===== src/rtl/transform_param_regs_pkg.sv =====
// Shared definitions for the transform parameter register block:
// register indices, reset defaults and the frame-load FSM state type.
package transform_param_regs_pkg;

  localparam int DATA_W    = 25;
  localparam int ADDR_W    = 7;
  localparam int NUM_REGS  = 11;
  localparam int MEM_DEPTH = NUM_REGS * 8;
  localparam int MATRIX_W  = 9 * DATA_W;

  localparam logic [3:0] IDX_WIDTH = 4'd0;
  localparam logic [3:0] IDX_DEPTH = 4'd1;
  localparam logic [3:0] IDX_T11   = 4'd2;
  localparam logic [3:0] IDX_T12   = 4'd3;
  localparam logic [3:0] IDX_T13   = 4'd4;
  localparam logic [3:0] IDX_T21   = 4'd5;
  localparam logic [3:0] IDX_T22   = 4'd6;
  localparam logic [3:0] IDX_T23   = 4'd7;
  localparam logic [3:0] IDX_T31   = 4'd8;
  localparam logic [3:0] IDX_T32   = 4'd9;
  localparam logic [3:0] IDX_T33   = 4'd10;

  localparam int DEF_IMG_WIDTH = 320;
  localparam int DEF_IMG_DEPTH = 240;
  localparam logic [DATA_W-1:0] DEF_HALF = 25'h000800;
  localparam logic [DATA_W-1:0] DEF_ONE  = 25'h001000;

  typedef enum logic [1:0] {IDLE, LOAD, WAIT, COMMIT} load_state_t;

  // Reset matrix: T11 = T22 = 0.5, T33 = 1.0, everything else zero.
  function automatic logic [MATRIX_W-1:0] default_matrix();
    logic [MATRIX_W-1:0] m;
    m = '0;
    m[0*DATA_W +: DATA_W] = DEF_HALF;
    m[4*DATA_W +: DATA_W] = DEF_HALF;
    m[8*DATA_W +: DATA_W] = DEF_ONE;
    return m;
  endfunction

endpackage


===== src/rtl/transform_param_regs_param_dpram.sv =====
// Simple dual-port shadow RAM: one write port, one synchronous read port.
// A read of a word written in the same cycle returns the previous contents.
module param_dpram #(
  parameter int DATA_W = 25,
  parameter int ADDR_W = 7,
  parameter int DEPTH  = 88
) (
  input  logic              clk,
  input  logic              we,
  input  logic [ADDR_W-1:0] wr_addr,
  input  logic [DATA_W-1:0] wr_data,
  input  logic [ADDR_W-1:0] rd_addr,
  output logic [DATA_W-1:0] rd_data
);

  localparam logic [ADDR_W-1:0] LAST_ADDR = ADDR_W'(DEPTH - 1);

  logic [DATA_W-1:0] mem [DEPTH];

  always_ff @(posedge clk) begin
    if (we && (wr_addr <= LAST_ADDR)) begin
      mem[wr_addr] <= wr_data;
    end
  end

  always_ff @(posedge clk) begin
    if (rd_addr <= LAST_ADDR) begin
      rd_data <= mem[rd_addr];
    end else begin
      rd_data <= '0;
    end
  end

endmodule


===== src/rtl/transform_param_regs.sv =====
// Double-buffered camera transform parameters: writes land in a shadow RAM,
// a frame start copies one mode/camera set into the active outputs atomically.
// Optional readback port enabled by defining PARAM_READBACK_EN.
module transform_param_regs
  import transform_param_regs_pkg::*;
#(
  parameter int CAM_LINE  = 9,
  parameter int CAM_PIXEL = 10
) (
  input  logic                 clk,
  input  logic                 i_reset,
  input  logic [ADDR_W-1:0]    i_addr,
  input  logic [DATA_W-1:0]    i_data,
  input  logic                 i_we,
  input  logic                 i_configured,
  input  logic [1:0]           i_mode,
  input  logic                 i_cam,
  input  logic                 i_frame_start,
  output logic [CAM_PIXEL-1:0] o_img_width,
  output logic [CAM_LINE-1:0]  o_img_depth,
  output logic [MATRIX_W-1:0]  o_matrix,
  output logic                 o_valid,
  output logic                 o_update,
  output logic                 o_addr_err
`ifdef PARAM_READBACK_EN
  ,
  input  logic [ADDR_W-1:0]    i_rd_addr,
  output logic [DATA_W-1:0]    o_rd_data
`endif
);

  load_state_t state_q, state_d;

  logic [3:0]        wr_idx;
  logic              wr_ok;
  logic [DATA_W-1:0] wr_word;
  logic [3:0]        load_cnt;
  logic [1:0]        mode_q;
  logic              cam_q;
  logic              rd_en;
  logic              rd_pend;
  logic [3:0]        rd_idx_q;
  logic              commit;
  logic [ADDR_W-1:0] load_addr;
  logic [DATA_W-1:0] load_word;
  logic [DATA_W-1:0] stage [NUM_REGS];

  assign wr_idx    = i_addr[6:3];
  assign wr_ok     = i_we && (wr_idx <= IDX_T33);
  assign load_addr = {load_cnt, mode_q, cam_q};

  // Size fields are stored already truncated so every reader sees zero upper bits.
  always_comb begin
    wr_word = i_data;
    if (wr_idx == IDX_WIDTH) begin
      wr_word = '0;
      wr_word[CAM_PIXEL-1:0] = i_data[CAM_PIXEL-1:0];
    end else if (wr_idx == IDX_DEPTH) begin
      wr_word = '0;
      wr_word[CAM_LINE-1:0] = i_data[CAM_LINE-1:0];
    end
  end

  param_dpram #(
    .DATA_W (DATA_W),
    .ADDR_W (ADDR_W),
    .DEPTH  (MEM_DEPTH)
  ) u_load_ram (
    .clk     (clk),
    .we      (wr_ok),
    .wr_addr (i_addr),
    .wr_data (wr_word),
    .rd_addr (load_addr),
    .rd_data (load_word)
  );

  always_ff @(posedge clk) begin
    if (i_reset) begin
      o_addr_err <= 1'b0;
    end else if (i_we && (wr_idx > IDX_T33)) begin
      o_addr_err <= 1'b1;
    end
  end

  always_comb begin
    state_d = state_q;
    rd_en   = 1'b0;
    commit  = 1'b0;
    case (state_q)
      IDLE:    if (i_frame_start && i_configured) state_d = LOAD;
      LOAD: begin
        rd_en = 1'b1;
        if (load_cnt == IDX_T33) state_d = WAIT;
      end
      WAIT:    state_d = COMMIT;
      COMMIT: begin
        commit  = 1'b1;
        state_d = IDLE;
      end
      default: state_d = IDLE;
    endcase
  end

  always_ff @(posedge clk) begin
    if (i_reset) begin
      state_q  <= IDLE;
      load_cnt <= '0;
      mode_q   <= '0;
      cam_q    <= 1'b0;
      rd_pend  <= 1'b0;
      rd_idx_q <= '0;
    end else begin
      state_q  <= state_d;
      rd_pend  <= rd_en;
      rd_idx_q <= load_cnt;
      if (state_q == IDLE && state_d == LOAD) begin
        load_cnt <= '0;
        mode_q   <= i_mode;
        cam_q    <= i_cam;
      end else if (rd_en) begin
        load_cnt <= load_cnt + 4'd1;
      end
    end
  end

  // Each word lands in staging the cycle after its RAM read returns.
  always_ff @(posedge clk) begin
    if (rd_pend) begin
      stage[rd_idx_q] <= load_word;
    end
  end

  always_ff @(posedge clk) begin
    if (i_reset) begin
      o_img_width <= CAM_PIXEL'(DEF_IMG_WIDTH);
      o_img_depth <= CAM_LINE'(DEF_IMG_DEPTH);
      o_matrix    <= default_matrix();
      o_valid     <= 1'b0;
      o_update    <= 1'b0;
    end else begin
      o_update <= commit;
      if (commit) begin
        o_img_width <= stage[IDX_WIDTH][CAM_PIXEL-1:0];
        o_img_depth <= stage[IDX_DEPTH][CAM_LINE-1:0];
        for (int r = 0; r < 9; r++) begin
          o_matrix[r*DATA_W +: DATA_W] <= stage[r + 2];
        end
        o_valid <= 1'b1;
      end
    end
  end

`ifdef PARAM_READBACK_EN
  // A mirror RAM keeps readback fully independent of frame loads.
  logic [DATA_W-1:0] rb_word;
  logic              rb_live;

  param_dpram #(
    .DATA_W (DATA_W),
    .ADDR_W (ADDR_W),
    .DEPTH  (MEM_DEPTH)
  ) u_rb_ram (
    .clk     (clk),
    .we      (wr_ok),
    .wr_addr (i_addr),
    .wr_data (wr_word),
    .rd_addr (i_rd_addr),
    .rd_data (rb_word)
  );

  always_ff @(posedge clk) begin
    if (i_reset) begin
      rb_live <= 1'b0;
    end else begin
      rb_live <= 1'b1;
    end
  end

  assign o_rd_data = rb_live ? rb_word : '0;
`endif

endmodule


===== config.mk =====
export PLATFORM = sky130hd
export DESIGN_NAME = transform_param_regs
export DESIGN_NICKNAME = d
export VERILOG_FILES = /design/src/rtl/transform_param_regs_pkg.sv /design/src/rtl/transform_param_regs_param_dpram.sv /design/src/rtl/transform_param_regs.sv
export SDC_FILE = /design/constraint.sdc
export NUM_CORES = 2
export LEC_CHECK = 0
export BUFFER_PORTS_ARGS = -buffer_cell sky130_fd_sc_hd__buf_2
export CORE_ASPECT_RATIO = 0.5
export CORE_MARGIN = 1.5
export CORE_UTILIZATION = 43
export DETAILED_ROUTE_END_ITERATION = 10
export PLACE_DENSITY = 0.68
export SETUP_SLACK_MARGIN = 0.5
export SLEW_MARGIN = 10
export SYNTH_ARGS = -nofsm -noshare
export SYNTH_HDL_FRONTEND = slang
export SYNTH_SLANG_ARGS = --single-unit

===== constraint.sdc =====
create_clock -name clk -period 3.4 [get_ports clk]
set_input_delay 0.34 -clock clk [delete_from_list [all_inputs] [get_ports clk]]
set_output_delay 0.34 -clock clk [all_outputs]
set_load 0.005 [all_outputs]

==> impl_metrics.toml <==
[drt]
drtIter0Drc = 7459
routedWlPerCell_um = 31.1
ant_nets = 0
via_count = 51700
drt_wl_total_mm = 268
firstDrtPassIters = 5
routed_via_density = 6.00
drc = 0

[placement]
dp_hpwl_mm = 159
dp_slack_ps = 146
portBuffers = 286
gp_congestion = 0.908

[clock_network]
insertion_delay_ps = 890
cts_made_buffers = 236
htreeDepth = 4
cts_tree = "done"
cts_sinks = 2730
root_buffer = "clkbuf_16"
cts_buffer_depth = 4
clk_pin_slew_worst_paths_ps = 70

[timing]
clock_skew_ps = 82.1
tightest_slew_ps = 1290
setup_ws_ps = 490
fmax_mhz = 344
finalHoldViolations = 0
min_period_over_period_pct = 85.6
period_needed_ps = 2910
finalSetupViolCount = 0
maxSlewViolCount = 0
slew_headroom_pct = 14.1
fin_setup_tns_ps = 0
rsz0062_at_grt = "true"

[cells_and_area]
fillers = 18000
multiInputGateArea_um2 = 20400
layout.nets = 5357
drive_gt1_share_pct = 31.2
area_delta_synth_final_pct = 16.6
seqCellArea_um2 = 79100

[worst_setup_path]
cp.required_ps = 4130
arrival_ps = 3640
crit_path_start_kind = "register"
r2r_slack_ps = 490
path_class = "reg2reg"
ff2ff_path_depth = 7
cp_max_fo = 32
r2r-start = "load_cnt[0]$_SDFFE_PP0P_"
end_kind = "register"
r2r_end = "u_load_ram.rd_data[3]$_SDFF_PN0_"

[logic_synthesis]
synth.distinct_cells = 62
syn_nets = 4687
syn_area_um2 = 101000
seq_area_frac_synth_pct = 78.7
synth_cells = 4645
yosys.area.top_type_share_pct = 73.0
yosysTopAreaCell = "edfxtp_1"
yosysWarnings = 0
ys_seq_elements = 2730
synth_area_per_cell_um2 = 21.6
ys.flop_type = "edfxtp_1"
synth_edf_count = 2444
synthTopCellsByCount = "edfxtp_1 (2444), mux4_2 (508), dfxtp_1 (286)"
synth.area.top_cells = "edfxtp_1 (73%), mux4_2 (11%), dfxtp_1 (5.7%)"
synthMostInstantiatedCell = "edfxtp_1"
async_flop_share_pct = 0

[outcome]
status = "finished, final reports clean"

[global_routing]
gr-total-overflow = 0
grt_usage_pct = 22.0
grt_pass1_wl_mm = 374
grt_max_degree = 89
antenna_found_initial = 15
grt_pass1_vias = 50600

[die]
die_height_um = 345
die_w_um = 687
core_area_um2 = 232000
fp-row-count = 125
ioPinCount = 287
initial_core_util_pct = 43.3
dieArea_um2 = 237000

[worst_hold_path]
min-delay-start = "i_frame_start"
min_to = "cam_q$_SDFFE_PP0P_"
hold_depth = 5
hold_class = "in2reg"

[power]
power_mw = 66.6
max-vdd-ir-drop_mv = 0.512
power.leakage_nw = 37.3
power_density_nw_per_um2 = 568

[job]
max_cap_viol_count = 0
state kept, by name, summed over array words and instances (netlist names), 2 cells and up:
name and cells:
load_cnt 4, mode_q 2, o_img_depth 9, o_img_width 10
o_matrix 225, rd_idx_q 4, stage 244, state_q 2
u_load_ram.mem 2200, u_load_ram.rd_data 25
power breakdown:
part	leakage [nW]	internal [mW]	total, mW	switching (mW)
clock	3.67	14.4	26.2	11.7
combinational	9.71	1.20	3.24	2.04
sequential	23.9	36.8	37.2	0.377
critical path, cell delays in order (launching register included):
cell and delay [ps]:
dfxtp_2 330, inv_2 50, buf_4 490, buf_6 510
mux2_2 410, a222oi_1 400, o211ai_1 280, and3_1 270
worst max path at each step:
stage | slack (ps) | to | from | cells after the start
floorplan | -50 | u_load_ram.mem[0][14]$_DFFE_PP_ | i_addr[4] | 3
global placement | -880 | u_load_ram.rd_data[13]$_SDFF_PN0_ | cam_q$_SDFFE_PP0P_ | 7
detailed placement | 150 | u_load_ram.rd_data[7]$_SDFF_PN0_ | cam_q$_SDFFE_PP0P_ | 9
CTS | 460 | u_load_ram.rd_data[10]$_SDFF_PN0_ | mode_q[0]$_SDFFE_PP0P_ | 8
global route | 480 | u_load_ram.rd_data[24]$_SDFF_PN0_ | mode_q[0]$_SDFFE_PP0P_ | 9
finish | 490 | u_load_ram.rd_data[3]$_SDFF_PN0_ | load_cnt[0]$_SDFFE_PP0P_ | 7
layout make-up:
cell class	instances	area share, %
multi-input cells	1638	17.4
repair buffers	703	5.34
clock buffers	328	5.69
well taps	3111	3.32
diodes	7	0.0149
clock inverters	98	0.652
flip-flops and latches	2730	67.5
inverters	6	0.0235
stage by stage:
stage	util (%)	instances	hold slack (ps)	cell area (um^2)
2_1_floorplan	-	4645	412	101000
3_5_place_dp	46.8	8131	440	109000
3_3_place_gp	46.8	8124	433	109000
4_1_cts	50.2	8580	90.7	117000
5_1_grt	50.5	8615	125	117000
6_report	50.5	8621	127	117000
layout by cell type, fill, tap and decap left out, types with 10 or more instances in the layout:
| cell | n |
|---|---|
| o31a_1 | 17 |
| bufinv_16 | 10 |
| mux2_2 | 14 |
| edfxtp_1 | 2444 |
| nor2_2 | 97 |
| a21o_1 | 17 |
| mux4_2 | 508 |
| dfxtp_1 | 279 |
| a221oi_1 | 19 |
| nand2_1 | 87 |
| mux2i_1 | 169 |
| nor3_1 | 13 |
| buf_16 | 12 |
| clkinv_2 | 39 |
| dlygate4sd3_1 | 11 |
| clkinv_1 | 38 |
| buf_4 | 289 |
| clkbuf_1 | 58 |
| nor2_1 | 52 |
| nor2b_1 | 32 |
| buf_2 | 281 |
| clkbuf_16 | 248 |
| o211ai_1 | 22 |
| mux4_1 | 12 |
| a22oi_1 | 82 |
| a22o_1 | 245 |
| buf_12 | 97 |
| a21oi_1 | 62 |
| o22ai_1 | 15 |
| clkbuf_8 | 27 |
| nor4b_2 | 11 |
| nor2b_4 | 16 |
routing by layer:
metal	global-route usage [%]	vias up	part of all wire, %
met2	34.8	3127	47
met4	7.31	8	3.5
li1	-	20800	-
met3	4.67	483	11
met5	0	-	0.019
met1	30.9	27300	39
timing repair:
item / CTS / global route
gates cloned: 4 / 5
endpoints found under the hold margin: 26 / 0
setup buffers: 8 / 29
hold buffers: 11 / 0
endpoints found under the setup margin: 24 / 23
resized for setup: 16 / 27
pin swaps: 3 / 4
cells by family (layout without fill, tap and decap cells):
| kind of cell | count (synthesis) | after routing | synth area share (%) |
|---|---|---|---|
| DFF | 2730 | 2730 | 78.7 |
| muxes | 706 | 706 | 13.6 |
| AOI/OAI and AO/OA | 551 | 551 | 4.30 |
| and+or+nand+nor | 376 | 376 | 1.79 |
| buffers and inverters | 277 | 1135 | 1.58 |
| xor gates and xnor gates | 3 | 3 | 0.0261 |
| adders and majority gates | 2 | 2 | 0.0249 |
| other | 0 | 7 | 0 |
No activity file was read; power rests on OpenSTA's default activity.
